--- src/rtl/enc_pkg.sv ---
// Shared definitions for the quadrature encoder bank: phase codes, the
// transition decoder and the bounded step arithmetic used by each channel.
package enc_pkg;

    localparam logic [1:0] PH_IDLE = 2'b11;
    localparam logic [1:0] PH_01   = 2'b01;
    localparam logic [1:0] PH_00   = 2'b00;
    localparam logic [1:0] PH_10   = 2'b10;

    // +1 for a clockwise neighbour step, -1 for counter-clockwise, 0 otherwise
    function automatic logic signed [1:0] quad_delta(input logic [1:0] prev, input logic [1:0] cur);
        logic signed [1:0] d;
        d = 2'sd0;
        case ({prev, cur})
            {PH_IDLE, PH_01}, {PH_01, PH_00}, {PH_00, PH_10}, {PH_10, PH_IDLE}: d = 2'sd1;
            {PH_01, PH_IDLE}, {PH_00, PH_01}, {PH_10, PH_00}, {PH_IDLE, PH_10}: d = -2'sd1;
            default: d = 2'sd0;
        endcase
        return d;
    endfunction

    // Wide integer arithmetic so a modulus of 2^CNT_W never overflows
    function automatic int step_inc(input int v, input int step, input int max, input int wrap);
        if (v + step >= max) begin
            return (wrap != 0) ? v + step - max : max - 1;
        end
        return v + step;
    endfunction

    function automatic int step_dec(input int v, input int step, input int max, input int wrap);
        if (v < step) begin
            return (wrap != 0) ? v + max - step : 0;
        end
        return v - step;
    endfunction

endpackage

--- src/rtl/enc_channel.sv ---
// One encoder channel: pin synchronisers and debouncers, quadrature detent
// decoder and the bounded position counter with optional button clear.
module enc_channel
    import enc_pkg::*;
#(
    parameter int CNT_W      = 8,
    parameter int MAX        = 160,
    parameter int STEP_SHIFT = 0,
    parameter int WRAP       = 1,
    parameter int INIT       = 0,
    parameter int DEB_CYCLES = 50000,
    parameter int BTN_CLEAR  = 1
) (
    input  logic             clk,
    input  logic             rst,
    input  logic             enc_a,
    input  logic             enc_b,
    input  logic             enc_btn,
    output logic [CNT_W-1:0] count,
    output logic             changed,
    output logic             dir,
    output logic             btn_press
);

    localparam int         DW      = $clog2(DEB_CYCLES + 1);
    localparam int         STEP    = 1 << STEP_SHIFT;
    localparam logic [2:0] PIN_RST = 3'b011;  // {btn, b, a} idle levels

    logic [2:0] raw;
    logic [2:0] stab;

    assign raw = {enc_btn, enc_b, enc_a};

    for (genvar gi = 0; gi < 3; gi++) begin : g_pin
        logic [1:0]    sync_q;
        logic          stab_q;
        logic [DW-1:0] deb_cnt_q;

        always_ff @(posedge clk or negedge rst) begin
            if (!rst) begin
                sync_q    <= {2{PIN_RST[gi]}};
                stab_q    <= PIN_RST[gi];
                deb_cnt_q <= '0;
            end else begin
                sync_q <= {sync_q[0], raw[gi]};
                if (sync_q[1] == stab_q) begin
                    deb_cnt_q <= '0;
                end else if (deb_cnt_q == DW'(DEB_CYCLES - 1)) begin
                    stab_q    <= sync_q[1];
                    deb_cnt_q <= '0;
                end else begin
                    deb_cnt_q <= deb_cnt_q + 1'b1;
                end
            end
        end

        assign stab[gi] = stab_q;
    end

    logic [1:0]        phase;
    logic [1:0]        phase_q;
    logic signed [1:0] dlt;
    logic signed [3:0] acc_q, acc_d;
    logic [CNT_W-1:0]  count_q, count_d;
    logic              dir_q, dir_d;
    logic              changed_q, changed_d;
    logic              btn_press_q, btn_press_d;
    logic              btn_prev_q;
    logic              det_cw, det_ccw;

    assign phase = {stab[0], stab[1]};
    assign dlt   = quad_delta(phase_q, phase);

    always_comb begin
        acc_d       = acc_q;
        count_d     = count_q;
        dir_d       = dir_q;
        det_cw      = 1'b0;
        det_ccw     = 1'b0;
        btn_press_d = stab[2] & ~btn_prev_q;
        if (phase != phase_q) begin
            acc_d = acc_q + {{2{dlt[1]}}, dlt};
            if (phase == PH_IDLE) begin
                det_cw  = (acc_d == 4'sd4);
                det_ccw = (acc_d == -4'sd4);
                acc_d   = '0;
            end
        end
        if (det_cw) begin
            dir_d   = 1'b1;
            count_d = CNT_W'(step_inc(int'(count_q), STEP, MAX, WRAP));
        end else if (det_ccw) begin
            dir_d   = 1'b0;
            count_d = CNT_W'(step_dec(int'(count_q), STEP, MAX, WRAP));
        end
        // A clear in the same cycle discards the detent entirely, direction included
        if (btn_press_d && BTN_CLEAR != 0) begin
            count_d = CNT_W'(INIT);
            dir_d   = dir_q;
        end
        changed_d = (count_d != count_q);
    end

    always_ff @(posedge clk or negedge rst) begin
        if (!rst) begin
            phase_q     <= PH_IDLE;
            acc_q       <= '0;
            count_q     <= CNT_W'(INIT);
            dir_q       <= 1'b0;
            changed_q   <= 1'b0;
            btn_press_q <= 1'b0;
            btn_prev_q  <= 1'b0;
        end else begin
            phase_q     <= phase;
            acc_q       <= acc_d;
            count_q     <= count_d;
            dir_q       <= dir_d;
            changed_q   <= changed_d;
            btn_press_q <= btn_press_d;
            btn_prev_q  <= stab[2];
        end
    end

    assign count     = count_q;
    assign changed   = changed_q;
    assign dir       = dir_q;
    assign btn_press = btn_press_q;

endmodule

--- src/rtl/enc_bank.sv ---
// Bank of independent quadrature encoder channels; per-channel results are
// packed into flat output vectors, channel i at [i*CNT_W +: CNT_W].
module enc_bank #(
    parameter int NUM_CH     = 3,
    parameter int CNT_W      = 8,
    parameter int MAX        = 160,
    parameter int STEP_SHIFT = 0,
    parameter int WRAP       = 1,
    parameter int INIT       = 0,
    parameter int DEB_CYCLES = 50000,
    parameter int BTN_CLEAR  = 1
) (
    input  logic                    clk,
    input  logic                    rst,
    input  logic [NUM_CH-1:0]       enc_a,
    input  logic [NUM_CH-1:0]       enc_b,
    input  logic [NUM_CH-1:0]       enc_btn,
    output logic [NUM_CH*CNT_W-1:0] count,
    output logic [NUM_CH-1:0]       changed,
    output logic [NUM_CH-1:0]       dir,
    output logic [NUM_CH-1:0]       btn_press
);

    for (genvar gi = 0; gi < NUM_CH; gi++) begin : g_ch
        enc_channel #(
            .CNT_W      (CNT_W),
            .MAX        (MAX),
            .STEP_SHIFT (STEP_SHIFT),
            .WRAP       (WRAP),
            .INIT       (INIT),
            .DEB_CYCLES (DEB_CYCLES),
            .BTN_CLEAR  (BTN_CLEAR)
        ) u_ch (
            .clk       (clk),
            .rst       (rst),
            .enc_a     (enc_a[gi]),
            .enc_b     (enc_b[gi]),
            .enc_btn   (enc_btn[gi]),
            .count     (count[gi*CNT_W +: CNT_W]),
            .changed   (changed[gi]),
            .dir       (dir[gi]),
            .btn_press (btn_press[gi])
        );
    end

endmodule

--- config.mk ---
export PLATFORM = sky130hd
export DESIGN_NAME = enc_bank
export DESIGN_NICKNAME = d
export VERILOG_FILES = /design/src/rtl/enc_pkg.sv /design/src/rtl/enc_channel.sv /design/src/rtl/enc_bank.sv
export SDC_FILE = /design/constraint.sdc
export NUM_CORES = 1
export LEC_CHECK = 0
export CAP_MARGIN = 0
export CORE_MARGIN = 2
export CORE_UTILIZATION = 54
export DETAILED_ROUTE_END_ITERATION = 6
export GPL_TIMING_DRIVEN = 0
export MAX_ROUTING_LAYER = met4
export PLACE_DENSITY = 0.8
export SYNTH_ARGS = -nofsm -noshare
export SYNTH_HDL_FRONTEND = slang
export SYNTH_SLANG_ARGS = --single-unit
--- constraint.sdc ---
create_clock -name clk -period 5.9 [get_ports clk]
set_input_delay 1.77 -clock clk [delete_from_list [all_inputs] [get_ports clk]]
set_output_delay 1.77 -clock clk [all_outputs]
set_load 0.005 [all_outputs]
==> metrics.yaml, run 1 <==
ant_nets: 0
track_usage: 0.203
cts_buffer_depth: 3
grt_max_degree: 129
max_slew_margin: 0.511
met3_usage: 0.0274
ys_seq_elements: 225
synth-edff-count: 0
overflow: 0
cap_violations: 0
crit_required_ps: 6290
root_buffer: "clkbuf_16"
syn_inst: 1195
start_kind: "flop"
timing.final.ws_setup_ps: 2390
grt_use_met2: 0.331
synthTopCellsByArea: "dfrtp_1 43%, nor2_1 6.9%, xnor2_1 6.4%"
firstDrtPassIters: 5
holdBufCountCts: 0
worst_pin_slew_ps: 727
hold_start: "g_ch[2].u_ch.g_pin[2].sync_q[0]"
finalCritPeriodShare: 0.596
synth_area_um2: 11700
yosys.area.top_type: "dfrtp_1"
swShare: 0.204
core_area_um2: 21100
placed_area_um2: 12500
dp_hpwl_um: 14500
ir_drop_v: 0.000227
die_h_um: 151
post-place-cells: 1514
min_period_ps: 3510
route.detailed.drc: 0
syn_nets: 1251
cts_tree: "built"
grt.busiest_layer: "met2"
final_common_cell: "nor2_1"
leakage_uw: 0.00593
grt.met1_usage: 0.269
final_util: 0.633
fin_worst_skew_ps: 7.96
synth_top_cell_area_share: 0.431
yosysSeqAreaShare: 0.486
pin_count: 44
stdcell_area_um2: 13300
path_clk_slew_ps: 60
postCtsSetupRepairBufs: 0
whs_ps: 344
hold_class: "reg2reg"
drt-total-wl_um: 21300
worstReg2RegStart: "g_ch[0].u_ch.g_pin[1].stab_q"
critPathKind: "reg2reg"
wire_per_inst_um: 13.7
first_global_vias: 8316
post_cts_resized: 0
crit_fanout: 7
stdcell_count: 1559
drt_iter0_markers: 401
die_width_um: 151
syn_avg_cell_area_um2: 9.76
drv_slew: 0
synthFlopType: "dfrtp_1"
drive_gt1_frac: 0.0958
row_count: 53
arrival_ps: 3910
combPwrFrac: 0.025
cts_buffers: 25
dieArea_um2: 22800
gp_congestion: 0.900
p_per_area_nw_per_um2: 247
ys_warn_count: 0
finalSetupViolations: 0
cts_sinks: 225
synthArstFlopShare: 1.00
numPortBuffers: 43
sequentialPowerShare: 0.481
antenna_found_initial: 0
crit_path_end_kind: "flop"
switching_power_uw: 672
p_int_uw: 2620
vias: 8484
dp_worst_setup_slack_ps: 2410
clkLatencyLatePin_ps: 510
rsz0062_at_grt: "false"
status: "finished clean"
initial_core_util: 0.553
synthToLayoutAreaGrowth_pct: 14.4
grt_pass1_wl_um: 37700
layout_common_cells: "215 x nor2_1, 201 x dfrtp_1, 115 x nand2_1"
h-tree-depth: 1
viasPerCell: 5.44
fmax_mhz: 285
nets: 1322
cp-startpoint: "g_ch[0].u_ch.g_pin[1].stab_q"
hold_violations: 0
synth.distinct_cells: 60
pwr-share-clk: 0.494
num_antenna_cells: 0
## synthesized netlist by cell type, types with 4 or more instances
library cell and count:
a21o_1 4, o21ai_0 38, nand3_1 42, nand3b_1 8
nor2_1 215, xnor2_1 85, nor4_1 5, or2_2 9
buf_4 9, xnor2_2 4, inv_1 29, a21oi_1 42
xor2_1 81, nand4_1 35, mux2i_1 6, o21a_1 4
and3_1 39, nor4b_1 12, nand2b_1 7, mux2_2 9
dfstp_2 24, buf_2 13, ha_1 42, and4_1 4
dfrtp_1 201, nor3_1 29, or3_1 16, clkbuf_1 14
nand2_1 115
## power groups by stage
stage,clock [µW],sequential (µW),combinational [µW]
after floorplan,0,1610,34.2
after global placement,0,1610,78.9
after detailed placement,0,1610,84.2
after CTS,1670,1580,84.5
after global routing,1740,1580,95.7
final,1630,1580,80.8
## layout make-up
cell class | count | area [µm²]
buffer | 37 | 196
clock buffer | 35 | 723
clock inverter | 10 | 153
fill | 1706 | 7750
inverter | 32 | 120
multi-input combinational | 901 | 5680
sequential | 225 | 5660
tap | 275 | 344
timing repair buffer | 44 | 463
## layer usage
| layer | vias to the layer above | wire [µm] | share of wire |
|---|---|---|---|
| li1 | 4190 | - | - |
| met5 | - | 0 | 0 |
| met2 | 133 | 10300 | 0.48 |
| met3 | 31 | 835 | 0.039 |
| met4 | 0 | 333 | 0.016 |
| met1 | 4130 | 9870 | 0.46 |
## registers in the layout, indices dropped and copies added, names as in the netlist
name                       flops
g_ch.u_ch.g_pin.stab_q         9
g_ch.u_ch.g_pin.sync_q        18
g_ch.u_ch.acc_q               12
g_ch.u_ch.changed              3
g_ch.u_ch.count               24
g_ch.u_ch.btn_press            3
g_ch.u_ch.phase_q              6
g_ch.u_ch.btn_prev_q           3
g_ch.u_ch.g_pin.deb_cnt_q    144
g_ch.u_ch.dir                  3
## metrics by stage
step	total power, µW	setup TNS (ps)
3_5_place_dp	1690	0
3_3_place_gp	1690	-1310130
2_1_floorplan	1640	0
5_1_grt	3420	0
6_report	3290	0
4_1_cts	3340	0
## logic make-up after synthesis
family,share of synthesized area
mux,0.0196
buf+inv,0.0272
compound gates,0.0633
simple gates,0.219
flops,0.486
fa+ha+maj,0.0502
xor+xnor,0.135
## critical path, stage by stage, from the launching register on
cell and delay, ps:
dfstp_2 610, inv_1 80, ha_1 200, mux4_2 590, ha_1 310, a21o_1 160, a21oi_1 250, xnor2_2 210
xor2_1 450, nand2_1 110, a21oi_1 190, xnor2_1 170, nor2_1 70
## path summary, 6_finish.rpt
check	endpoint	depth (start not counted)	slack (ps)
min in group asynchronous	g_ch[2].u_ch.g_pin[1].deb_cnt_q[14]	1	1300
worst max-delay path	g_ch[0].u_ch.count[2]	12	2390
worst min register to register	g_ch[2].u_ch.g_pin[2].sync_q[1]	0	340
worst min-delay path	g_ch[2].u_ch.g_pin[2].sync_q[1]	0	340
worst max register to register	g_ch[0].u_ch.count[2]	12	2390
max in group asynchronous	g_ch[1].u_ch.g_pin[0].deb_cnt_q[0]	2	3540
No activity file was read; power rests on OpenSTA's default activity.
==> run 2: changes to the inputs <==
Settings changed: PLACE_DENSITY 0.8 to 0.83.
Clock period 5.9 ns to 3.2 ns, I/O delays scaled along.
==> metrics.yaml, run 2 (synthesized netlist as in run 1, its figures left out) <==
status: "finished clean"
leakage_uw: 0.00608
max_stage_delay_ps: 580
ant_nets: 0
largest_reg_flops: 144
row_count: 53
route.detailed.drc: 0
die_h_um: 151
fmax_mhz: 318
stdcell_count: 1587
grt_pass1_wl_um: 39600
nets: 1349
clkLatencyLatePin_ps: 520
crit_fanout: 8
layout_common_cells: "213 x nor2_1, 200 x dfrtp_1, 114 x nand2_1"
viasPerCell: 5.52
core_area_um2: 21100
critPathSlowestCell: "dfstp_2"
worstReg2RegStart: "g_ch[0].u_ch.g_pin[0].stab_q"
rsz0062_at_grt: "true"
antenna_found_initial: 0
grt_max_degree: 130
hold_start: "g_ch[0].u_ch.g_pin[2].sync_q[0]"
setup-tns-final_ps: 0
numPortBuffers: 43
min_period_ps: 3150
arrival_ps: 3580
max_slew_margin: 0.424
final_common_cell: "nor2_1"
ir_drop_v: 0.000706
die_width_um: 151
stdcell_area_um2: 13900
path_clk_slew_ps: 60
critPathKind: "reg2reg"
h-tree-depth: 1
finalCritPeriodShare: 0.983
crit_chain: "inv_2 -> ha_2 -> mux4_2 -> fa_2 -> nor2_1 -> and4_1 -> buf_4 -> nand4b_1 -> nor3_1 -> a21oi_1 -> a211oi_2"
root_buffer: "clkbuf_16"
cp-startpoint: "g_ch[0].u_ch.g_pin[0].stab_q"
crit_required_ps: 3630
cap_violations: 0
p_per_area_nw_per_um2: 453
initial_core_util: 0.553
worst_pin_slew_ps: 856
num_antenna_cells: 0
final_util: 0.657
start_kind: "flop"
fin_worst_skew_ps: 7.87
drv_slew: 0
cts_buffer_depth: 3
gp_congestion: 0.886
hold_class: "reg2reg"
dieArea_um2: 22800
firstDrtPassIters: 7
drt_iter0_markers: 629
largest_register: "g_ch.u_ch.g_pin.deb_cnt_q"
holdBufCountCts: 0
placed_area_um2: 12500
crit_path_end_kind: "flop"
cts_tree: "built"
hold_violations: 0
post-place-cells: 1514
overflow: 0
cts_buffers: 25
finalSetupViolations: 0
track_usage: 0.215
whs_ps: 341
drt-total-wl_um: 23300
wire_per_inst_um: 14.7
vias: 8768
drive_gt1_frac: 0.149
dp_hpwl_um: 14700
synthToLayoutAreaGrowth_pct: 18.9
first_global_vias: 8626
cts_sinks: 225
pin_count: 44
run 2: critical path, delay by kind of cell, from the launching register on:
kind	cells	cell delay, ps
fa+ha+maj	2	650
simple gates	4	740
compound gates	2	310
mux	1	540
buf+inv	2	220
flops	1	580
run 2: final timing paths:
| kind | to | slack, ps | cells after the start |
|---|---|---|---|
| worst min-delay path | g_ch[0].u_ch.g_pin[2].sync_q[1] | 340 | 0 |
| worst min register to register | g_ch[0].u_ch.g_pin[2].sync_q[1] | 340 | 0 |
| worst max register to register | g_ch[0].u_ch.count[6] | 50 | 11 |
| max in group asynchronous | g_ch[1].u_ch.count[0] | 1660 | 2 |
| min in group asynchronous | g_ch[2].u_ch.g_pin[1].deb_cnt_q[15] | 460 | 1 |
| worst max-delay path | g_ch[0].u_ch.count[6] | 50 | 11 |
run 2: through the flow:
| step | power [µW] | setup WS (ps) |
|---|---|---|
| 2_1_floorplan | 3030 | 3.18 |
| 3_3_place_gp | 3110 | -8010 |
| 3_5_place_dp | 3120 | -310 |
| 4_1_cts | 6350 | 12.9 |
| 5_1_grt | 6490 | -76.0 |
| 6_report | 6270 | 54.5 |
run 2: routing by layer:
metal | share of wire | wire length [µm] | global-route usage
met5 | 0 | 0 | -
met4 | 0.019 | 432 | 0.0668
met1 | 0.44 | 10200 | 0.275
met2 | 0.50 | 11600 | 0.352
met3 | 0.048 | 1120 | 0.0367
run 2: area by class of cell:
class                           instances  area (µm²)
Clock inverter                         13         225
Sequential cell                       225        5660
Multi-Input combinational cell        901        5880
Fill cell                            1566        7230
Buffer                                 36         211
Clock buffer                           33         716
Timing Repair Buffer                   72         694
Inverter                               32         120
Tap cell                              275         344
run 2: what timing repair did:
| item | CTS | global route |
|---|---|---|
| endpoints found under the setup margin | 21 | 21 |
| resized for setup | 11 | 46 |
| pin swaps | 7 | 25 |
| cloned | 1 | 0 |
| buffers inserted | 15 | 13 |
run 2: power by group:
part / internal, µW / total [µW] / switching, µW
clock: 2060 / 3200 / 1150
sequential: 2890 / 2920 / 28.3
combinational: 46.8 / 151 / 104
total: 4990 / 6270 / 1280
==> run 3: changes to the inputs <==
Settings changed: GPL_TIMING_DRIVEN 0 to not set.
==> metrics.yaml, run 3 (synthesized netlist as in run 1, its figures left out) <==
path_common_cell: "ha_1"
cap_violations: 0
gp_congestion: 0.870
path_delay_family: "multiplexers"
p_per_area_nw_per_um2: 452
layout_common_cells: "212 x nor2_1, 201 x dfrtp_1, 114 x nand2_1"
rsz0062_at_grt: "true"
viasPerCell: 5.52
sequentialPowerShare: 0.476
cp-startpoint: "g_ch[1].u_ch.g_pin[1].stab_q"
wire_per_inst_um: 14.7
die_width_um: 151
drt_iter0_markers: 554
overflow: 0
largest_reg_flops: 144
root_buffer: "clkbuf_16"
multi_input_area_um2: 5800
drt-total-wl_um: 23000
hold_violations: 0
antenna_found_initial: 0
ir_drop_v: 0.000326
leakage_uw: 0.00599
worstReg2RegStart: "g_ch[1].u_ch.g_pin[1].stab_q"
h-tree-depth: 1
hold_class: "in2async"
crit_fanout: 8
die_h_um: 151
switching_power_uw: 1280
crit_path_end_kind: "flop"
max_slew_margin: 0.513
numPortBuffers: 43
critPathKind: "reg2reg"
status: "finished clean"
nets: 1321
initial_core_util: 0.553
critPathSlowestCell: "dfstp_2"
crit_buf_inv: 1
cts_buffer_depth: 3
min_period_ps: 3150
cp.depth: 11
pwr-share-clk: 0.499
placed_area_um2: 12500
p_int_uw: 4850
crit_required_ps: 3630
track_usage: 0.214
swShare: 0.209
combPwrFrac: 0.025
cts_buffers: 26
fin_worst_skew_ps: 8.86
finalSetupViolations: 0
power.total_uw: 6130
nFillCells: 1601
crit_chain: "inv_1 -> ha_1 -> mux4_2 -> ha_1 -> a21o_1 -> a21oi_2 -> xor2_2 -> xnor2_4 -> mux2i_1 -> or3_1 -> a21oi_1"
dieArea_um2: 22800
cts_sinks: 225
fmax_mhz: 317
finalCritPeriodShare: 0.985
vias: 8606
synthToLayoutAreaGrowth_pct: 16.4
final_common_cell: "nor2_1"
grt_max_degree: 70
dp_hpwl_um: 15000
core_area_um2: 21100
grt_pass1_wl_um: 39600
path_clk_slew_ps: 60
firstDrtPassIters: 5
first_global_vias: 8728
worst_pin_slew_ps: 724
max_stage_delay_ps: 530
reg2reg_depth: 11
route.detailed.drc: 0
ant_nets: 0
arrival_ps: 3590
largest_register: "g_ch.u_ch.g_pin.deb_cnt_q"
drive_gt1_frac: 0.123
num_antenna_cells: 0
pin_count: 44
start_kind: "flop"
holdBufCountCts: 0
clkLatencyLatePin_ps: 520
stdcell_area_um2: 13600
row_count: 53
cts_tree: "built"
drv_slew: 0
ff_latch_area_um2: 5660
## run 3: cell count changes in the layout (fill, tap and decap cells not counted), sizes merged
| cell | delta |
|---|---|
| buf | -17 |
| bufinv | -4 |
| clkbuf | -4 |
| clkinv | -1 |
| inv | -1 |
## run 3: worst paths after layout
kind | to | slack, ps
max | g_ch[1].u_ch.count[2] | 50
min | g_ch[2].u_ch.g_pin[1].deb_cnt_q[5] | 350
max reg2reg | g_ch[1].u_ch.count[2] | 50
min reg2reg | g_ch[1].u_ch.g_pin[2].sync_q[1] | 350
max in group asynchronous | g_ch[0].u_ch.g_pin[1].stab_q | 2100
min in group clk | g_ch[1].u_ch.g_pin[2].sync_q[1] | 350
## run 3: layer usage
layer | vias to the layer above | GRT usage | routed length, µm | share of wire
li1 | 4186 | - | - | -
met1 | 4181 | 0.268 | 9920 | 0.43
met2 | 193 | 0.360 | 11500 | 0.50
met3 | 46 | 0.0404 | 1090 | 0.048
met4 | 0 | 0.0598 | 503 | 0.022
met5 | - | - | 0 | 0
## run 3: layout make-up
cell class / count / area share
well taps: 275 / 0.0254
inverters: 32 / 0.00885
multi-input cells: 901 / 0.428
flip-flops and latches: 225 / 0.417
clock inverters: 7 / 0.00673
repair buffers: 79 / 0.0541
clock buffers: 41 / 0.0603
## run 3: per-stage QoR
stage | hold WS (ps) | cells | worst slack, ps | setup TNS, ps | util
3_5_place_dp | 336 | 1504 | -34.7 | -54.3 | 0.592
2_1_floorplan | 331 | 1195 | 3.18 | 0 | -
4_1_cts | 349 | 1552 | -18.5 | -18.5 | 0.635
6_report | 346 | 1560 | 48.1 | 0 | 0.644
3_3_place_gp | 333 | 1504 | 140 | 0 | 0.592
5_1_grt | 356 | 1560 | -72.1 | -426 | 0.644
## run 3: what timing repair did
action                     CTS  global route
setup endpoints to repair    2            18
gates resized for setup      3            22
pin swaps                    0            22
setup buffers                0             8
## run 3: power by group through the flow
stage                     registers [µW]  logic (µW)  clock network, µW
after CTS                           2920         158               3120
after global placement              2970         150                  0
after global routing                2920         178               3260
after detailed placement            2970         156                  0
after floorplan                     2960        63.1                  0
final                               2920         150               3060
